`src/rtl/mc_ctrl_pkg.sv`:
```
`default_nettype none
// ============================================================================
//  Module      : mc_ctrl_pkg
//  Description : Shared encodings for the multicycle control unit: FSM
//                states, opcodes, ALU operations and datapath mux codes.
//                Optional macro MC_CTRL_HALT_EN makes opcode 15 a HALT.
//  Revision    : 1.0  initial release
// ============================================================================
package mc_ctrl_pkg;

    typedef enum logic [2:0] {
        ST_FETCH  = 3'd0,
        ST_DECODE = 3'd1,
        ST_EXEC   = 3'd2,
        ST_MEM    = 3'd3,
        ST_WB     = 3'd4,
        ST_HALT   = 3'd5
    } state_t;

    localparam logic [3:0] c_OP_ADD  = 4'd0;
    localparam logic [3:0] c_OP_SUB  = 4'd1;
    localparam logic [3:0] c_OP_AND  = 4'd2;
    localparam logic [3:0] c_OP_OR   = 4'd3;
    localparam logic [3:0] c_OP_ADDI = 4'd4;
    localparam logic [3:0] c_OP_LW   = 4'd5;
    localparam logic [3:0] c_OP_SW   = 4'd6;
    localparam logic [3:0] c_OP_BEQ  = 4'd7;
    localparam logic [3:0] c_OP_J    = 4'd8;
    localparam logic [3:0] c_OP_LUI  = 4'd9;
    localparam logic [3:0] c_OP_HALT = 4'd15;

    localparam logic [2:0] c_ALU_ADD = 3'd0;
    localparam logic [2:0] c_ALU_SUB = 3'd1;
    localparam logic [2:0] c_ALU_AND = 3'd2;
    localparam logic [2:0] c_ALU_OR  = 3'd3;
    localparam logic [2:0] c_ALU_SLL = 3'd4;

    localparam logic [1:0] c_A_PC    = 2'd0;
    localparam logic [1:0] c_A_REGA  = 2'd1;
    localparam logic [1:0] c_A_IMM4  = 2'd2;

    localparam logic [1:0] c_B_REGB  = 2'd0;
    localparam logic [1:0] c_B_TWO   = 2'd1;
    localparam logic [1:0] c_B_IMM8  = 2'd2;
    localparam logic [1:0] c_B_TWELVE = 2'd3;

    localparam logic [1:0] c_PC_ALU    = 2'd0;
    localparam logic [1:0] c_PC_ALUOUT = 2'd1;
    localparam logic [1:0] c_PC_JUMP   = 2'd2;

    // Opcodes 10..14 are never defined; 15 is only defined when HALT is built in.
    function automatic logic f_is_illegal(input logic [3:0] i_op);
`ifdef MC_CTRL_HALT_EN
        return (i_op >= 4'd10) && (i_op <= 4'd14);
`else
        return (i_op >= 4'd10);
`endif
    endfunction

    // R-type instructions occupy opcodes 0..3 and use opcode[1:0] as ALU op.
    function automatic logic f_is_rtype(input logic [3:0] i_op);
        return (i_op[3:2] == 2'b00);
    endfunction

endpackage
`default_nettype wire

```
`src/rtl/mc_ctrl_decode.sv`:
```
`default_nettype none
// ============================================================================
//  Module      : mc_ctrl_decode
//  Description : Combinational decoder from (state, opcode, mem_ready) to
//                every datapath control output. Optional macro
//                MC_CTRL_HALT_EN enables the halted indication.
//  Revision    : 1.0  initial release
// ============================================================================
module mc_ctrl_decode
    import mc_ctrl_pkg::*;
(
    input  state_t      i_state,
    input  logic [3:0]  i_opcode,
    input  logic        i_mem_ready,
    output logic        o_pc_write,
    output logic        o_pc_write_cond,
    output logic        o_ir_write,
    output logic        o_mem_read,
    output logic        o_mem_write,
    output logic        o_iord,
    output logic        o_reg_write,
    output logic        o_reg_dst,
    output logic        o_mem_to_reg,
    output logic [1:0]  o_alu_a_sel,
    output logic [1:0]  o_alu_b_sel,
    output logic [2:0]  o_alu_op,
    output logic [1:0]  o_pc_src,
    output logic        o_illegal,
    output logic        o_halted
);

    // Per-state control decode; anything not named for a state stays 0.
    always_comb begin
        o_pc_write      = 1'b0;
        o_pc_write_cond = 1'b0;
        o_ir_write      = 1'b0;
        o_mem_read      = 1'b0;
        o_mem_write     = 1'b0;
        o_iord          = 1'b0;
        o_reg_write     = 1'b0;
        o_reg_dst       = 1'b0;
        o_mem_to_reg    = 1'b0;
        o_alu_a_sel     = c_A_PC;
        o_alu_b_sel     = c_B_REGB;
        o_alu_op        = c_ALU_ADD;
        o_pc_src        = c_PC_ALU;
        o_illegal       = 1'b0;
        o_halted        = 1'b0;
        case (i_state)
            ST_FETCH: begin
                // PC+2 computed every fetch cycle, committed only when memory answers
                o_mem_read  = 1'b1;
                o_alu_b_sel = c_B_TWO;
                o_ir_write  = i_mem_ready;
                o_pc_write  = i_mem_ready;
            end
            ST_DECODE: begin
                // Speculative branch target PC + imm8 lands in ALUOut
                o_alu_b_sel = c_B_IMM8;
                o_illegal   = f_is_illegal(i_opcode);
            end
            ST_EXEC: begin
                case (i_opcode)
                    c_OP_ADD, c_OP_SUB, c_OP_AND, c_OP_OR: begin
                        o_alu_a_sel = c_A_REGA;
                        o_alu_b_sel = c_B_REGB;
                        o_alu_op    = {1'b0, i_opcode[1:0]};
                    end
                    c_OP_ADDI, c_OP_LW, c_OP_SW: begin
                        o_alu_a_sel = c_A_REGA;
                        o_alu_b_sel = c_B_IMM8;
                    end
                    c_OP_BEQ: begin
                        o_alu_a_sel     = c_A_REGA;
                        o_alu_b_sel     = c_B_REGB;
                        o_alu_op        = c_ALU_SUB;
                        o_pc_write_cond = 1'b1;
                        o_pc_src        = c_PC_ALUOUT;
                    end
                    c_OP_J: begin
                        o_pc_write = 1'b1;
                        o_pc_src   = c_PC_JUMP;
                    end
                    c_OP_LUI: begin
                        o_alu_a_sel = c_A_IMM4;
                        o_alu_b_sel = c_B_TWELVE;
                        o_alu_op    = c_ALU_SLL;
                    end
                    default: ;
                endcase
            end
            ST_MEM: begin
                o_iord      = 1'b1;
                o_mem_read  = (i_opcode == c_OP_LW);
                o_mem_write = (i_opcode == c_OP_SW);
            end
            ST_WB: begin
                o_reg_write  = 1'b1;
                o_reg_dst    = f_is_rtype(i_opcode);
                o_mem_to_reg = (i_opcode == c_OP_LW);
            end
            ST_HALT: begin
`ifdef MC_CTRL_HALT_EN
                o_halted = 1'b1;
`endif
            end
            default: ;
        endcase
    end

endmodule
`default_nettype wire

```
`src/rtl/mc_control_fsm.sv`:
```
`default_nettype none
// ============================================================================
//  Module      : mc_control_fsm
//  Description : Multicycle control unit top: state register and next-state
//                logic; control outputs come from mc_ctrl_decode and are
//                forced low while RST_N is asserted. Optional macro
//                MC_CTRL_HALT_EN routes opcode 15 to the HALT state.
//  Revision    : 1.0  initial release
// ============================================================================
module mc_control_fsm
    import mc_ctrl_pkg::*;
(
    input  logic        CLK,
    input  logic        RST_N,
    input  logic [3:0]  opcode,
    input  logic        zero,
    input  logic        mem_ready,
    output logic        pc_write,
    output logic        pc_write_cond,
    output logic        ir_write,
    output logic        mem_read,
    output logic        mem_write,
    output logic        iord,
    output logic        reg_write,
    output logic        reg_dst,
    output logic        mem_to_reg,
    output logic [1:0]  alu_a_sel,
    output logic [1:0]  alu_b_sel,
    output logic [2:0]  alu_op,
    output logic [1:0]  pc_src,
    output logic [2:0]  state,
    output logic        illegal,
    output logic        halted
);

    state_t      r_state;
    state_t      w_next_state;

    logic        w_pc_write, w_pc_write_cond, w_ir_write, w_mem_read, w_mem_write;
    logic        w_iord, w_reg_write, w_reg_dst, w_mem_to_reg, w_illegal, w_halted;
    logic [1:0]  w_alu_a_sel, w_alu_b_sel, w_pc_src;
    logic [2:0]  w_alu_op;

    // The zero flag is consumed by the datapath through pc_write_cond only.
    logic        w_unused_zero;
    assign w_unused_zero = zero;

    // Next-state sequencing of the fetch/decode/execute/memory/writeback cycle
    always_comb begin
        w_next_state = ST_FETCH;
        case (r_state)
            ST_FETCH:  w_next_state = mem_ready ? ST_DECODE : ST_FETCH;
            ST_DECODE: begin
                if (f_is_illegal(opcode)) begin
                    w_next_state = ST_FETCH;
`ifdef MC_CTRL_HALT_EN
                end else if (opcode == c_OP_HALT) begin
                    w_next_state = ST_HALT;
`endif
                end else begin
                    w_next_state = ST_EXEC;
                end
            end
            ST_EXEC: begin
                case (opcode)
                    c_OP_LW, c_OP_SW:                         w_next_state = ST_MEM;
                    c_OP_ADD, c_OP_SUB, c_OP_AND, c_OP_OR,
                    c_OP_ADDI, c_OP_LUI:                      w_next_state = ST_WB;
                    default:                                  w_next_state = ST_FETCH;
                endcase
            end
            ST_MEM: begin
                if (!mem_ready)
                    w_next_state = ST_MEM;
                else if (opcode == c_OP_LW)
                    w_next_state = ST_WB;
                else
                    w_next_state = ST_FETCH;
            end
            ST_WB:     w_next_state = ST_FETCH;
            ST_HALT:   w_next_state = ST_HALT;
            default:   w_next_state = ST_FETCH;
        endcase
    end

    // State register; reset drops straight back to FETCH mid-instruction
    always_ff @(posedge CLK or negedge RST_N) begin
        if (!RST_N)
            r_state <= ST_FETCH;
        else
            r_state <= w_next_state;
    end

    mc_ctrl_decode u_decode (
        .i_state         (r_state),
        .i_opcode        (opcode),
        .i_mem_ready     (mem_ready),
        .o_pc_write      (w_pc_write),
        .o_pc_write_cond (w_pc_write_cond),
        .o_ir_write      (w_ir_write),
        .o_mem_read      (w_mem_read),
        .o_mem_write     (w_mem_write),
        .o_iord          (w_iord),
        .o_reg_write     (w_reg_write),
        .o_reg_dst       (w_reg_dst),
        .o_mem_to_reg    (w_mem_to_reg),
        .o_alu_a_sel     (w_alu_a_sel),
        .o_alu_b_sel     (w_alu_b_sel),
        .o_alu_op        (w_alu_op),
        .o_pc_src        (w_pc_src),
        .o_illegal       (w_illegal),
        .o_halted        (w_halted)
    );

    // Gate every output with RST_N so no write can slip out during reset
    assign pc_write      = w_pc_write      & RST_N;
    assign pc_write_cond = w_pc_write_cond & RST_N;
    assign ir_write      = w_ir_write      & RST_N;
    assign mem_read      = w_mem_read      & RST_N;
    assign mem_write     = w_mem_write     & RST_N;
    assign iord          = w_iord          & RST_N;
    assign reg_write     = w_reg_write     & RST_N;
    assign reg_dst       = w_reg_dst       & RST_N;
    assign mem_to_reg    = w_mem_to_reg    & RST_N;
    assign alu_a_sel     = w_alu_a_sel     & {2{RST_N}};
    assign alu_b_sel     = w_alu_b_sel     & {2{RST_N}};
    assign alu_op        = w_alu_op        & {3{RST_N}};
    assign pc_src        = w_pc_src        & {2{RST_N}};
    assign illegal       = w_illegal       & RST_N;
    assign halted        = w_halted        & RST_N;
    assign state         = r_state         & {3{RST_N}};

endmodule
`default_nettype wire

```
`config.mk`:
```
export PLATFORM = sky130hd
export DESIGN_NAME = mc_control_fsm
export DESIGN_NICKNAME = d
export VERILOG_FILES = /design/src/rtl/mc_ctrl_pkg.sv /design/src/rtl/mc_ctrl_decode.sv /design/src/rtl/mc_control_fsm.sv
export SDC_FILE = /design/constraint.sdc
export NUM_CORES = 1
export LEC_CHECK = 0
export BUFFER_PORTS_ARGS = -buffer_cell sky130_fd_sc_hd__buf_2
export CAP_MARGIN = 20
export CORE_AREA = 2 2 39 41
export CTS_BUF_LIST = sky130_fd_sc_hd__clkbuf_2
export DETAILED_ROUTE_END_ITERATION = 8
export DIE_AREA = 0 0 41 43
export PLACE_DENSITY = 0.81
export SLEW_MARGIN = 20
export SYNTH_ARGS = -nofsm -noshare
export SYNTH_HDL_FRONTEND = slang
export SYNTH_SLANG_ARGS = --single-unit
```
`constraint.sdc`:
```
create_clock -name CLK -period 1.5 [get_ports CLK]
set_input_delay 0.075 -clock CLK [delete_from_list [all_inputs] [get_ports CLK]]
set_output_delay 0.075 -clock CLK [all_outputs]
set_load 0.03 [all_outputs]
```
==> results_dict.tcl <==
set metrics [dict create \
    synth-adder-area-share_pct 8.91 \
    area_growth_pct 57.5 \
    largest_register_ffs 3 \
    worst_slack_ns -0.0529 \
    initial_utilization_pct 40.6 \
    multi_input_area_um2 465 \
    skew_ns 0.00814 \
    min_period_over_period_pct 104 \
    async_reset_ff_share_pct 100 \
    antennaDiodeCount 0 \
    hold_viol_final 0 \
    grt_pass1_wl_mm 2.37 \
    grt.overflow.total 0 \
    comb_power_share_pct 77.3 \
    die_w_um 41 \
    antenna_found_initial 0 \
    worstSetupPathType "reg -> out" \
    regMostFlops "r_state" \
    grt_pass1_vias 578 \
    reg_top3 "r_state x3" \
    synth_area_um2 562 \
    synth_common_cells "nor2_1 (7), nand2_1 (5), nor2b_1 (5)" \
    portBuffers 28 \
    fp.dieH_um 43 \
    syn_nets 88 \
    rsz0062_at_grt "yes" \
    p_leak_nw 0.473 \
    cts_tree "yes" \
    drv_slew 0 \
    clkSinkCount 3 \
    wl_mm 1.64 \
    yosys_register_bits 3 \
    critPathRequiredTime_ns 1.42 \
    synth_top_area_share_pct 13.4 \
    first_pass_iters 5 \
    route.detailed.drc 0 \
    viasPerCell 5.32 \
    cts_root_buf "clkbuf_2" \
    synth_area_leader_cell "dfrtp_1" \
    crit_arrival_ns 1.48 \
    critPathLaunchType "register" \
    fmax_mhz 644 \
    dp_cells 120 \
    power_frac_clock_pct 9.9 \
    switchingPower_uw 546 \
    synth_cell_types 36 \
    status "finished with violations" \
    finalInstanceArea_um2 885 \
    core_um2 1380 \
    nets 128 \
    rows 14 \
    preCtsSetupSlack_ns 0.102 \
    yosys.area_share.simple_pct 53.5 \
    violations "negative setup slack" \
    intPower_uw 584 \
    holdWs_ns 0.199 \
    drive_above_1_share_pct 50.4 \
    ys_seq_area_share_pct 13.4 \
    grt_start_max_net_pins 16 \
    hold_class "in -> reg" \
    synth_top_flop_cell "dfrtp_1" \
    synth_compound_area_share_pct 11.8 \
    placed_area_um2 754 \
    numCtsBuffers 3 \
    grt_use_total_pct 18.6 \
    p_per_area_nw_per_um2 1280 \
    n_fill_cell 128 \
    ios 31 \
    maxCapViolCount 0 \
    wl_per_cell_um 12.5 \
    clkTransAtPathRegs_ns 0.04 \
    switching_share_pct 48.3 \
    synth_top_family_by_area "simple AND/OR/NAND/NOR gates" \
    synthCells 76 \
    fin_cells 131 \
    fin_crit_ns 1.55 \
    layout.area.seq_um2 76.3 \
    worstPathMaxFanout 3 \
    synth_xor_area_share_pct 0 \
    htreeDepth 1 \
    p_seq_share_pct 12.8 \
    synth.most_common_cell "nor2_1" \
    dp_hpwl_mm 1.12 \
    place.gp.congestion 0.839 \
    synth_area_per_cell_um2 7.39 \
    cp-end-kind "output port" \
    design.die.area_um2 1760 \
    ir_drop_mv 1.06 \
    yosys-mux-area-fraction_pct 1.78 \
    clockBufferDepth 2 \
    clk_latency_ns 0.20 \
    synth_edf_count 0 \
    drt_iter0_drc 16 \
    synth_warnings 0 \
    final_core_util_pct 63.9 \
    dr_total_vias 697 \
    ant_nets 0 \
    setup_violations 4 \
    synth_area_leaders "dfrtp_1 (13%), ha_1 (8.9%), nor2b_1 (5.6%), nand4bb_4 (4.9%), nor2_1 (4.7%)" \
]
logic make-up (layout without fill, tap and decap cells):
| kind of cell | Yosys count | after routing |
|---|---|---|
| buffers and inverters | 11 | 50 |
| other | 1 | 1 |
| adders and majority gates | 4 | 4 |
| muxes | 1 | 1 |
| and+or+nand+nor | 46 | 46 |
| AOI/OAI and AO/OA | 10 | 10 |
| DFF | 3 | 3 |
metrics by stage:
step / TNS [ns] / power (mW)
after floorplan: 0 / 0.623
after global placement: 0 / 0.832
after detailed placement: 0 / 0.842
after CTS: -0.130 / 0.987
after global routing: -0.940 / 1.21
final: -0.140 / 1.13
cell usage in the layout, fill, tap and decap left out, drive strengths merged, types with 3 or more instances in the layout:
cell type,count
o21ai,3
nor3b,3
nor3,3
ha,4
and3,4
dfrtp,3
inv,4
clkbuf,4
nand2,5
buf,41
nor2b,5
nor2,7
and2,4
path summary, 6_finish.rpt:
path / startpoint / to / slack [ns] / depth (start not counted)
worst max-delay path: r_state[2]$_DFF_PN0_ / alu_op[1] / -0.05 / 4
worst min-delay path: mem_ready / r_state[2]$_DFF_PN0_ / 0.20 / 3
worst max register to register: r_state[1]$_DFF_PN0_ / r_state[2]$_DFF_PN0_ / 0.04 / 5
worst min register to register: r_state[2]$_DFF_PN0_ / r_state[0]$_DFF_PN0_ / 0.63 / 2
max in group asynchronous: RST_N / r_state[1]$_DFF_PN0_ / 1.01 / 2
min in group asynchronous: RST_N / r_state[1]$_DFF_PN0_ / 0.33 / 2
cell type report:
type / instances / share of cell area, %
Multi-Input combinational cell: 62 / 52.6
Timing Repair Buffer: 42 / 32.5
Sequential cell: 3 / 8.63
Clock buffer: 4 / 2.26
Tap cell: 16 / 2.26
Inverter: 4 / 1.70
routing by layer:
layer	up-vias	global-route usage [%]	part of all wire, %
met3	2	3.14	7.9
met1	321	25.7	42
met5	-	0	0
li1	342	-	-
met4	0	2.00	1.3
met2	32	30.0	48
power by group through the flow:
stage          Clock (mW)  Combinational [mW]  Sequential (mW)
3_5_place_dp            0               0.705            0.137
6_report            0.112               0.873            0.145
2_1_floorplan           0               0.478            0.145
3_3_place_gp            0               0.698            0.134
4_1_cts             0.113               0.737            0.137
5_1_grt             0.128               0.929            0.149
critical path: stages, from the launching register on:
cell and delay [ns]:
dfrtp_1 0.37, nand4bb_4 0.23, or3_4 0.40, nor3_2 0.11, buf_4 0.18
repair_timing:
| action | CTS | global route |
|---|---|---|
| endpoints found under the hold margin | 3 | 0 |
| hold buffers | 1 | 0 |
| endpoints found under the setup margin | 7 | 12 |
| pin swaps | 1 | 2 |
| resized for setup | 10 | 8 |
| setup buffers | 1 | 5 |
(Power assumes the default switching activity.)
